`src/rtl/ifu_fetch_ysyx23060136_pkg.sv`:
```
// Shared types and constants for the RV32E instruction fetch unit.
package ifu_fetch_ysyx23060136_pkg;

    typedef enum logic [1:0] {
        S_IDLE = 2'd0,
        S_ADDR = 2'd1,
        S_DATA = 2'd2,
        S_OUT  = 2'd3
    } fetch_state_e;

    localparam logic [1:0]  RESP_OKAY        = 2'b00;
    localparam logic [31:0] NOP_INST         = 32'h0000_0013;
    localparam logic [31:0] DEFAULT_RESET_PC = 32'h8000_0000;

    function automatic logic [31:0] word_align(input logic [31:0] addr);
        return addr & ~32'h0000_0003;
    endfunction

endpackage

```
`src/rtl/ifu_fetch_ysyx23060136.sv`:
```
// Instruction fetch: one read per instruction, valid/ready toward decode,
// redirects flush the in-flight read and restart at the target.
module ifu_fetch_ysyx23060136
    import ifu_fetch_ysyx23060136_pkg::*;
#(
    parameter logic [31:0] RESET_PC = DEFAULT_RESET_PC
) (
    input  logic         clk,
    input  logic         rst,
    input  logic         redirect_valid,
    input  logic [31:0]  redirect_pc,
    output logic         ifu_arvalid,
    output logic [31:0]  ifu_araddr,
    input  logic         ifu_arready,
    input  logic         ifu_rvalid,
    input  logic [31:0]  ifu_rdata,
    input  logic [1:0]   ifu_rresp,
    output logic         ifu_rready,
    output logic         IFU_valid,
    output logic [31:0]  IFU_inst,
    output logic [31:0]  IFU_pc,
    output logic         IFU_fault,
    input  logic         IDU_ready,
    output fetch_state_e dbg_state
);

    // Handshakes: a transfer happens on a rising edge where valid and ready are
    // both high; valid never depends on ready and stays up, with its payload
    // frozen, until the transfer happens (or a redirect withdraws IFU_valid).

    fetch_state_e state, state_next;
    logic [31:0]  pc;
    logic [31:0]  addr_q;
    logic         discard;
    logic [31:0]  target;

    assign target = word_align(redirect_pc);

    always_ff @(posedge clk or posedge rst) begin
        if (rst) begin
            state <= S_IDLE;
        end else begin
            state <= state_next;
        end
    end

    always_comb begin
        state_next = state;
        case (state)
            S_IDLE:  state_next = S_ADDR;
            S_ADDR:  if (ifu_arready) state_next = S_DATA;
            S_DATA:  if (ifu_rvalid) state_next = (discard || redirect_valid) ? S_ADDR : S_OUT;
            S_OUT:   if (redirect_valid || IDU_ready) state_next = S_ADDR;
            default: state_next = S_IDLE;
        endcase
    end

    always_comb begin
        ifu_arvalid = (state == S_ADDR);
        ifu_rready  = (state == S_DATA);
        IFU_valid   = (state == S_OUT);
        ifu_araddr  = addr_q;
        dbg_state   = state;
    end

    // pc is the next instruction to deliver; addr_q is the address actually
    // presented, which must stay put while a redirect arrives before acceptance.
    always_ff @(posedge clk or posedge rst) begin
        if (rst) begin
            pc        <= RESET_PC;
            addr_q    <= RESET_PC;
            discard   <= 1'b0;
            IFU_inst  <= 32'h0;
            IFU_pc    <= 32'h0;
            IFU_fault <= 1'b0;
        end else begin
            case (state)
                S_IDLE: begin
                    if (redirect_valid) begin
                        pc     <= target;
                        addr_q <= target;
                    end else begin
                        addr_q <= pc;
                    end
                end
                S_ADDR: begin
                    if (redirect_valid) begin
                        pc      <= target;
                        discard <= 1'b1;
                    end
                end
                S_DATA: begin
                    if (ifu_rvalid) begin
                        discard <= 1'b0;
                        if (redirect_valid) begin
                            pc     <= target;
                            addr_q <= target;
                        end else if (discard) begin
                            addr_q <= pc;
                        end else begin
                            IFU_inst  <= (ifu_rresp == RESP_OKAY) ? ifu_rdata : NOP_INST;
                            IFU_pc    <= addr_q;
                            IFU_fault <= (ifu_rresp != RESP_OKAY);
                        end
                    end else if (redirect_valid) begin
                        pc      <= target;
                        discard <= 1'b1;
                    end
                end
                S_OUT: begin
                    if (redirect_valid) begin
                        pc     <= target;
                        addr_q <= target;
                    end else if (IDU_ready) begin
                        pc     <= pc + 32'd4;
                        addr_q <= pc + 32'd4;
                    end
                end
                default: ;
            endcase
        end
    end

endmodule

```
`config.mk`:
```
export PLATFORM = sky130hd
export DESIGN_NAME = ifu_fetch_ysyx23060136
export DESIGN_NICKNAME = d
export VERILOG_FILES = /design/src/rtl/ifu_fetch_ysyx23060136_pkg.sv /design/src/rtl/ifu_fetch_ysyx23060136.sv
export SDC_FILE = /design/constraint.sdc
export NUM_CORES = 1
export LEC_CHECK = 0
export ABC_CLOCK_PERIOD_IN_PS = 3700
export CAP_MARGIN = 20
export CORE_UTILIZATION = 35
export CTS_CLUSTER_DIAMETER = 200
export DETAILED_ROUTE_END_ITERATION = 6
export PLACE_DENSITY = 0.74
export SLEW_MARGIN = 0
export SYNTH_ARGS = -nofsm -noshare
export SYNTH_HDL_FRONTEND = slang
export SYNTH_SLANG_ARGS = --single-unit
```
`constraint.sdc`:
```
create_clock -name clk -period 3.7 [get_ports clk]
set_clock_uncertainty 0.15 [all_clocks]
set_input_delay 0.37 -clock clk [delete_from_list [all_inputs] [get_ports clk]]
set_output_delay 0.37 -clock clk [all_outputs]
set_load 0.01 [all_outputs]
```
==> impl_metrics.toml, run 1 <==
[synthesis]
yosysMostFrequentCell = "nand2_1"
synth.distinct_cells = 50
ys_ff_latch = 132
synth-seq-area-share = 0.5217
syn_inst = 639
syn_area_mm2 = 0.006336
synth_top_cell_area_share = 0.5134
yosys_warnings = 0
async_flop_share = 1.000
yosysTopAreaCell = "dfrtp_1"
avgSynthCellArea_um2 = 9.916
synth-edff-count = 0
synth_area_leaders = "dfrtp_1, nand2_1, xnor2_1, a22o_1, mux2_2"
syn-num-nets = 716
ys.flop_type = "dfrtp_1"
netlist_top_cells_count = "nand2_1, dfrtp_1, nor2_1"

[setup_path]
cp_slowest_cell = "or4_4"
endpoint_kind = "flip-flop"
rrSetupSlack_ns = 0.78
path_buf_inv = 0
cp_common_cell = "or4_4"
timing.rr.start = "dbg_state[0]"
r2r.worst_path.cells = 6
timing.rr.end = "pc[29]"
required_ns = 3.88
start_kind = "flip-flop"
critPathKind = "reg -> reg"
slowest_delay_ns = 0.59
arrival_ns = 3.10
worstPathMaxFanout = 17
cp_cell_sequence = "ha_1, nand3_1, or4_4, or4_4, o31a_1, nor3_1"
cp_top_family = "simple AND/OR/NAND/NOR gates"

[routing]
first_pass_iters = 6
drt_wl_total_mm = 17.00
met3_length_um = 878
drc = 0
avgRoutedWirePerCell_um = 16.38
first_iter_violations = 205
drt.antenna.violating_nets = 0
wl_met1_mm = 7.539
dr_total_vias = 5210
wl_met2_mm = 8.325
detail_route.vias_per_cell = 5.019
highest_layer = "met4"

[power_and_ir_drop]
p_switching_mw = 1.889
pwr-share-comb = 0.344
ir_drop_mv = 0.3102
p_clk_frac = 0.286
p_seq_frac = 0.370
power.leakage_nw = 3.804
p_sw_frac = 0.3216
power_density_mw_per_mm2 = 661.7
totalPowerFinal_mw = 5.873
internal_power_mw = 3.984

[die]
fp.dieH_um = 136.5
ios = 174
rows = 48
start_util = 0.3625
core-area_mm2 = 0.01748
design.die.area_mm2 = 0.01864
die_width_um = 136.5

[cts]
ctsResizeCount = 0
htreeDepth = 4
cts_buffers = 17
cts.sinks = 132
clk_pin_slew_worst_paths_ns = 0.06
cts_tree = "yes"
root_buffer = "clkbuf_16"
postCtsSetupRepairBufs = 0
hold_buffers = 0
clockBufferDepth = 2
insertion_delay_ns = 0.42

[timing]
tns_ns = 0
hold_viol_final = 0
finalMaxSlewViolations = 0
setup_viol = 0
fmax_mhz = 343.0
max_slew.worst_pin.slew_ns = 0.8652
relSlewSlack = 0.4179
rsz0062_at_grt = "no"
min_period_ns = 2.915
post-route-period-util = 0.7879

[global_route]
grtUsageTotal = 0.1931
grt_max_degree = 63
grt_pass1_wl_mm = 27.60
grt_remaining_overflow = 0
grt_pass1_vias = 5261
antenna_found_initial = 0

[status]
status = "finished clean"

[layout]
finalNonFillerCells = 1038
n_antenna_cell = 0
drive_above_1_share = 0.09471
area_growth_pct = 40.09
nets = 878

[placed_design]
io_buffer_count = 171
gp_congestion = 0.8398
dp.cells = 1007
hpwlAfterDp_mm = 12.15

[flow_run]
max-cap-violations = 0

[min_path]
worstHoldPathType = "in -> async"
-- power groups by stage --
| stage | logic, mW | clock network [mW] | registers [mW] |
|---|---|---|---|
| final | 2.02 | 1.68 | 2.17 |
| after detailed placement | 2.03 | 0 | 2.20 |
| after global routing | 2.21 | 1.78 | 2.24 |
| after floorplan | 0.836 | 0 | 2.28 |
| after global placement | 2.00 | 0 | 2.19 |
| after CTS | 2.04 | 1.72 | 2.18 |
-- placed cells by master (no fill, tap or decap), types with 6 or more instances in the layout --
| master | netlist | routed |
|---|---|---|
| o21ai_0 | 13 | 13 |
| xor2_1 | 15 | 15 |
| nand2_1 | 131 | 130 |
| and4_1 | 6 | 6 |
| dfrtp_1 | 130 | 130 |
| inv_1 | 7 | 6 |
| clkdlybuf4s50_1 | 0 | 171 |
| nand4_1 | 12 | 12 |
| nand3_1 | 12 | 12 |
| nor4_1 | 7 | 7 |
| mux2_2 | 19 | 19 |
| a211oi_1 | 8 | 8 |
| nor2_1 | 45 | 45 |
| mux2i_1 | 16 | 16 |
| a21oi_1 | 11 | 11 |
| xnor2_1 | 35 | 35 |
| buf_4 | 2 | 14 |
| nand2b_1 | 8 | 8 |
| nor3_1 | 29 | 28 |
| a22o_1 | 29 | 29 |
| clkbuf_16 | 0 | 17 |
-- metrics by stage --
step           area [µm²]  hold WS, ns    util  setup slack, ns
2_1_floorplan        6340       0.3190       -           0.9515
6_report             8876       0.2234  0.5079           0.7848
3_5_place_dp         8287       0.3119  0.4742           0.7921
5_1_grt              8876       0.2671  0.5079           0.6045
4_1_cts              8876       0.2295  0.5079           0.7753
3_3_place_gp         8287       0.3067  0.4742           0.8834
-- state kept, by name, summed over array words and instances (netlist names) --
name and cells:
dbg_state 2, IFU_fault 1, pc 32, discard 1
IFU_inst 32, IFU_pc 32, ifu_araddr 32
-- worst max-delay path by stage --
stage,start,end,slack [ns],cells past startpoint
after global routing,dbg_state[0],pc[29],0.60,6
after CTS,dbg_state[0],pc[29],0.78,6
final,dbg_state[0],pc[29],0.78,6
after global placement,dbg_state[0],pc[29],0.88,6
after floorplan,dbg_state[0],pc[29],0.95,8
after detailed placement,dbg_state[0],pc[29],0.79,6
-- final cells by class --
type | instances | area [µm²]
clock buffers | 17 | 425.4
clock inverters | 14 | 163.9
inverters | 9 | 37.54
repair buffers | 186 | 1837
multi-input cells | 455 | 2825
fillers | 1591 | 8601
well taps | 225 | 281.5
flip-flops and latches | 132 | 3306
-- cell families (layout without fill, tap and decap cells) --
group / after synthesis / in the layout / share of synthesized area
AO/OA/AOI/OAI: 86 / 86 / 0.1003
XOR/XNOR: 50 / 50 / 0.06912
adder cells (fa/ha/maj): 5 / 5 / 0.009874
buffers and inverters: 52 / 226 / 0.03357
flip-flops: 132 / 132 / 0.5217
multiplexers: 35 / 35 / 0.05904
AND/OR/NAND/NOR: 279 / 279 / 0.2064
-- metal layers --
metal	up-vias	global-route usage
met5	-	0
met3	20	0.03519
met2	143	0.3226
li1	2538	-
met4	0	0.06914
met1	2509	0.2492
(Power assumes the default switching activity.)
==> run 2: changes to the inputs <==
Settings changed: ABC_CLOCK_PERIOD_IN_PS 3700 to 2800, PLACE_DENSITY 0.74 to 0.71.
Clock period 3.7 ns to 2.8 ns, I/O delays scaled along.
==> impl_metrics.toml, run 2 (synthesized netlist as in run 1, its figures left out) <==
[die]
start_util = 0.3625
die_width_um = 136.5
fp.dieH_um = 136.5
rows = 48
ios = 174
design.die.area_mm2 = 0.01864
core-area_mm2 = 0.01748

[routing]
first_iter_violations = 332
dr_total_vias = 5261
drt.antenna.violating_nets = 0
drc = 0
drt_wl_total_mm = 17.40
avgRoutedWirePerCell_um = 16.64
detail_route.vias_per_cell = 5.030
first_pass_iters = 5

[setup_path]
rrSetupSlack_ns = 0.23
timing.rr.start = "dbg_state[0]"
critPathKind = "reg -> reg"
endpoint_kind = "flip-flop"
cp_slowest_cell = "nor4_1"
cp_top_family = "simple AND/OR/NAND/NOR gates"
worstPathMaxFanout = 9
arrival_ns = 2.72
path_buf_inv = 1
cp_cell_sequence = "ha_1, buf_4, and2_0, nand4_1, nor4_1, a31oi_1, o31a_1"
slowest_delay_ns = 0.63
crit_cells = 7
start_kind = "flip-flop"
required_ns = 2.95
timing.rr.end = "pc[30]"
r2r.worst_path.cells = 7

[timing]
setup_viol = 0
hold_viol_final = 0
tns_ns = 0
rsz0062_at_grt = "no"
fin_ws_ns = 0.2304
fmax_mhz = 389.2
relSlewSlack = 0.6114
min_period_ns = 2.570
post-route-period-util = 0.9177
finalMaxSlewViolations = 0
max_slew.worst_pin.slew_ns = 0.5776

[cts]
clk_pin_slew_worst_paths_ns = 0.06
ctsResizeCount = 0
hold_buffers = 0
insertion_delay_ns = 0.42
postCtsSetupRepairBufs = 0
root_buffer = "clkbuf_16"
clockBufferDepth = 2
cts_tree = "yes"
cts.sinks = 132
htreeDepth = 4
cts_buffers = 17

[layout]
drive_above_1_share = 0.1011
nets = 885
area_growth_pct = 41.13
final_common_cell = "clkdlybuf4s50_1"
n_antenna_cell = 0
layout_common_cells = "clkdlybuf4s50_1, dfrtp_1, nand2_1, nor2_1, xnor2_1"
fill_cells = 1598

[global_route]
antenna_found_initial = 0
grt_remaining_overflow = 0
grt_max_degree = 90
grtUsageTotal = 0.1949
grt_pass1_wl_mm = 27.82
grt_pass1_vias = 5219

[min_path]
worstHoldPathType = "in -> async"

[flow_run]
max-cap-violations = 0

[placed_design]
io_buffer_count = 171
pre_cts_ws_ns = 0.2728
hpwlAfterDp_mm = 12.43
gp_congestion = 0.8351

[power_and_ir_drop]
power_density_mw_per_mm2 = 860.0
ir_drop_mv = 0.4152
power.leakage_nw = 3.832

[status]
status = "finished clean"
-- run 2: cell types whose count changed in the layout (fill, tap and decap cells not counted), sizes merged --
cell      before  now
inv            7    8
clkinv         9    7
clkinvlp       4    5
bufinv         3    1
buf           15   22
clkbuf        17   20
-- run 2: worst max path at each step --
| stage | from | to | slack, ns |
|---|---|---|---|
| detailed placement | pc[4] | pc[29] | 0.27 |
| CTS | dbg_state[0] | pc[29] | 0.25 |
| global placement | dbg_state[0] | pc[29] | 0.31 |
| global route | dbg_state[0] | pc[30] | 0.02 |
| floorplan | dbg_state[0] | pc[29] | 0.05 |
| finish | dbg_state[0] | pc[30] | 0.23 |
-- run 2: worst register-to-register path: cells and delay by family, from the launching register on --
kind                     cells  cell delay (ns)
adder cells (fa/ha/maj)      1             0.22
flip-flops                   1             0.41
AO/OA/AOI/OAI                2             0.41
buffers and inverters        1             0.17
AND/OR/NAND/NOR              3             1.10
-- run 2: power breakdown --
group,total [mW],switching [mW],internal [mW],leakage [nW]
Sequential,2.87,0.426,2.44,1.67
Clock,2.09,0.846,1.24,0.262
Combinational,2.74,1.25,1.48,1.90
-- run 2: routing by layer --
layer  wire length [µm]  share of wire  GRT usage  vias to the layer above
met2               8345           0.48     0.3139                      136
met5                  0              0          0                        -
met4                384          0.022    0.08148                        0
met1               7809           0.45     0.2562                     2554
met3                865          0.050    0.03704                       21
li1                   -              -          -                     2550
-- run 2: area by class of cell --
type	instances	area [µm²]	area share
flip-flops and latches	132	3306	0.3697
multi-input cells	455	2825	0.3159
repair buffers	193	1939	0.2169
clock buffers	20	446.7	0.04995
well taps	225	281.5	0.03148
clock inverters	12	106.4	0.01189
inverters	9	37.54	0.004198
-- run 2: through the flow --
stage	std cells	total power [mW]	hold slack, ns	instance area [µm²]	util
6_report	1046	7.690	0.1510	8942	0.5117
5_1_grt	1046	8.151	0.1942	8942	0.5117
4_1_cts	1046	7.789	0.1545	8942	0.5117
3_5_place_dp	1014	5.669	0.3117	8389	0.4800
3_3_place_gp	1014	5.603	0.3070	8389	0.4800
2_1_floorplan	639	4.119	0.2343	6340	-
==> run 3: changes to the inputs <==
Settings changed: CTS_BUF_LIST set to sky130_fd_sc_hd__clkbuf_8.
==> impl_metrics.toml, run 3 (synthesized netlist as in run 1, its figures left out) <==
[setup_path]
endpoint_kind = "flip-flop"
worstPathMaxFanout = 5
startpoint = "dbg_state[0]"
timing.rr.start = "dbg_state[0]"
critPathKind = "reg -> reg"
required_ns = 3.01
arrival_ns = 2.76
start_kind = "flip-flop"

[global_route]
grt_pass1_wl_mm = 27.57
grtUsageMet2 = 0.3125
met1_usage = 0.2535
grtUsageTotal = 0.1933
grt_pass1_vias = 5183
use_met3 = 0.04593
grt_max_degree = 90
antenna_found_initial = 0
top_usage_layer = "met2"
grt_remaining_overflow = 0

[power_and_ir_drop]
p_clk_frac = 0.208
p_sw_frac = 0.3442
power_density_mw_per_mm2 = 807.6
pwr-share-comb = 0.387
ir_drop_mv = 0.3819
p_switching_mw = 2.432
power.leakage_nw = 3.753
p_seq_frac = 0.405
totalPowerFinal_mw = 7.067
internal_power_mw = 4.635

[placed_design]
dp.cells = 1014
pre_cts_ws_ns = 0.2728
post_dp_cell_area_mm2 = 0.008389
gp_congestion = 0.8351
hpwlAfterDp_mm = 12.43
io_buffer_count = 171

[routing]
avgRoutedWirePerCell_um = 16.45
drt_wl_total_mm = 17.20
drt.antenna.violating_nets = 0
first_pass_iters = 5
detail_route.vias_per_cell = 5.037
drc = 0
first_iter_violations = 288
dr_total_vias = 5269

[layout]
layout_common_cells = "clkdlybuf4s50_1, dfrtp_1, nand2_1, nor2_1, xnor2_1"
area_growth_pct = 38.11
final_common_cell = "clkdlybuf4s50_1"
fill_cells = 1620
n_antenna_cell = 0
drive_above_1_share = 0.1011
final_area_mm2 = 0.008751
fin_util = 0.5007
nets = 885
finalNonFillerCells = 1046

[die]
core-area_mm2 = 0.01748
ios = 174
fp.dieH_um = 136.5
start_util = 0.3625
die_width_um = 136.5
design.die.area_mm2 = 0.01864
rows = 48

[cts]
root_buffer = "clkbuf_8"
cts_tree = "yes"
cts.sinks = 132
insertion_delay_ns = 0.44
cts_buffers = 17
clockBufferDepth = 2
htreeDepth = 4
clk_pin_slew_worst_paths_ns = 0.08
ctsResizeCount = 0
hold_buffers = 0
postCtsSetupRepairBufs = 0

[timing]
holdWs_ns = 0.1242
relSlewSlack = 0.6260
fmax_mhz = 391.6
fin_ws_ns = 0.2465
finalMaxSlewViolations = 0
post-route-period-util = 0.9120
setup_viol = 0
min_period_ns = 2.554
tns_ns = 0
max_slew.worst_pin.slew_ns = 0.5559
rsz0062_at_grt = "no"
hold_viol_final = 0

[flow_run]
max-cap-violations = 0

[min_path]
worstHoldPathType = "in -> async"

[status]
status = "finished clean"
-- run 3: cell count changes in the layout (fill, tap and decap cells not counted) --
cell | previous run | this run
clkbuf_1 | 2 | 0
clkbuf_8 | 1 | 18
clkbuf_16 | 17 | 0
inv_1 | 6 | 8
-- run 3: worst max-delay path: stages (launching register included) --
cell,delay (ns)
dfrtp_1,0.41
ha_1,0.22
nand3_1,0.16
or4_4,0.50
or4_4,0.58
o31a_1,0.29
nor3_1,0.16
-- run 3: final cells by class --
type                    instances  area [µm²]  share of cell area
clock inverters                14       113.9             0.01301
clock buffers                  18       247.7             0.02831
repair buffers                193        1939              0.2216
flip-flops and latches        132        3306              0.3778
well taps                     225       281.5             0.03217
inverters                       9       37.54            0.004289
multi-input cells             455        2825              0.3228
-- run 3: final timing paths --
kind / end / cells after the start / slack, ns
max reg2reg: pc[29] / 6 / 0.25
min: IFU_inst[24] / 3 / 0.12
max: pc[29] / 6 / 0.25
min reg2reg: IFU_pc[26] / 2 / 0.33
min in group clk: IFU_inst[10] / 2 / 0.28
max in group asynchronous: IFU_pc[23] / 3 / 1.88
-- run 3: power by group through the flow --
| stage | logic, mW | clock network, mW | registers, mW |
|---|---|---|---|
| 2_1_floorplan | 1.10 | 0 | 3.01 |
| 3_3_place_gp | 2.71 | 0 | 2.89 |
| 3_5_place_dp | 2.76 | 0 | 2.91 |
| 4_1_cts | 2.77 | 1.53 | 2.88 |
| 5_1_grt | 2.99 | 1.60 | 2.95 |
| 6_report | 2.73 | 1.47 | 2.86 |
-- run 3: per-layer routing --
metal | up-vias | share of wire
met1 | 2568 | 0.44
met4 | 0 | 0.015
met5 | - | 0
li1 | 2548 | -
met2 | 134 | 0.49
met3 | 19 | 0.056
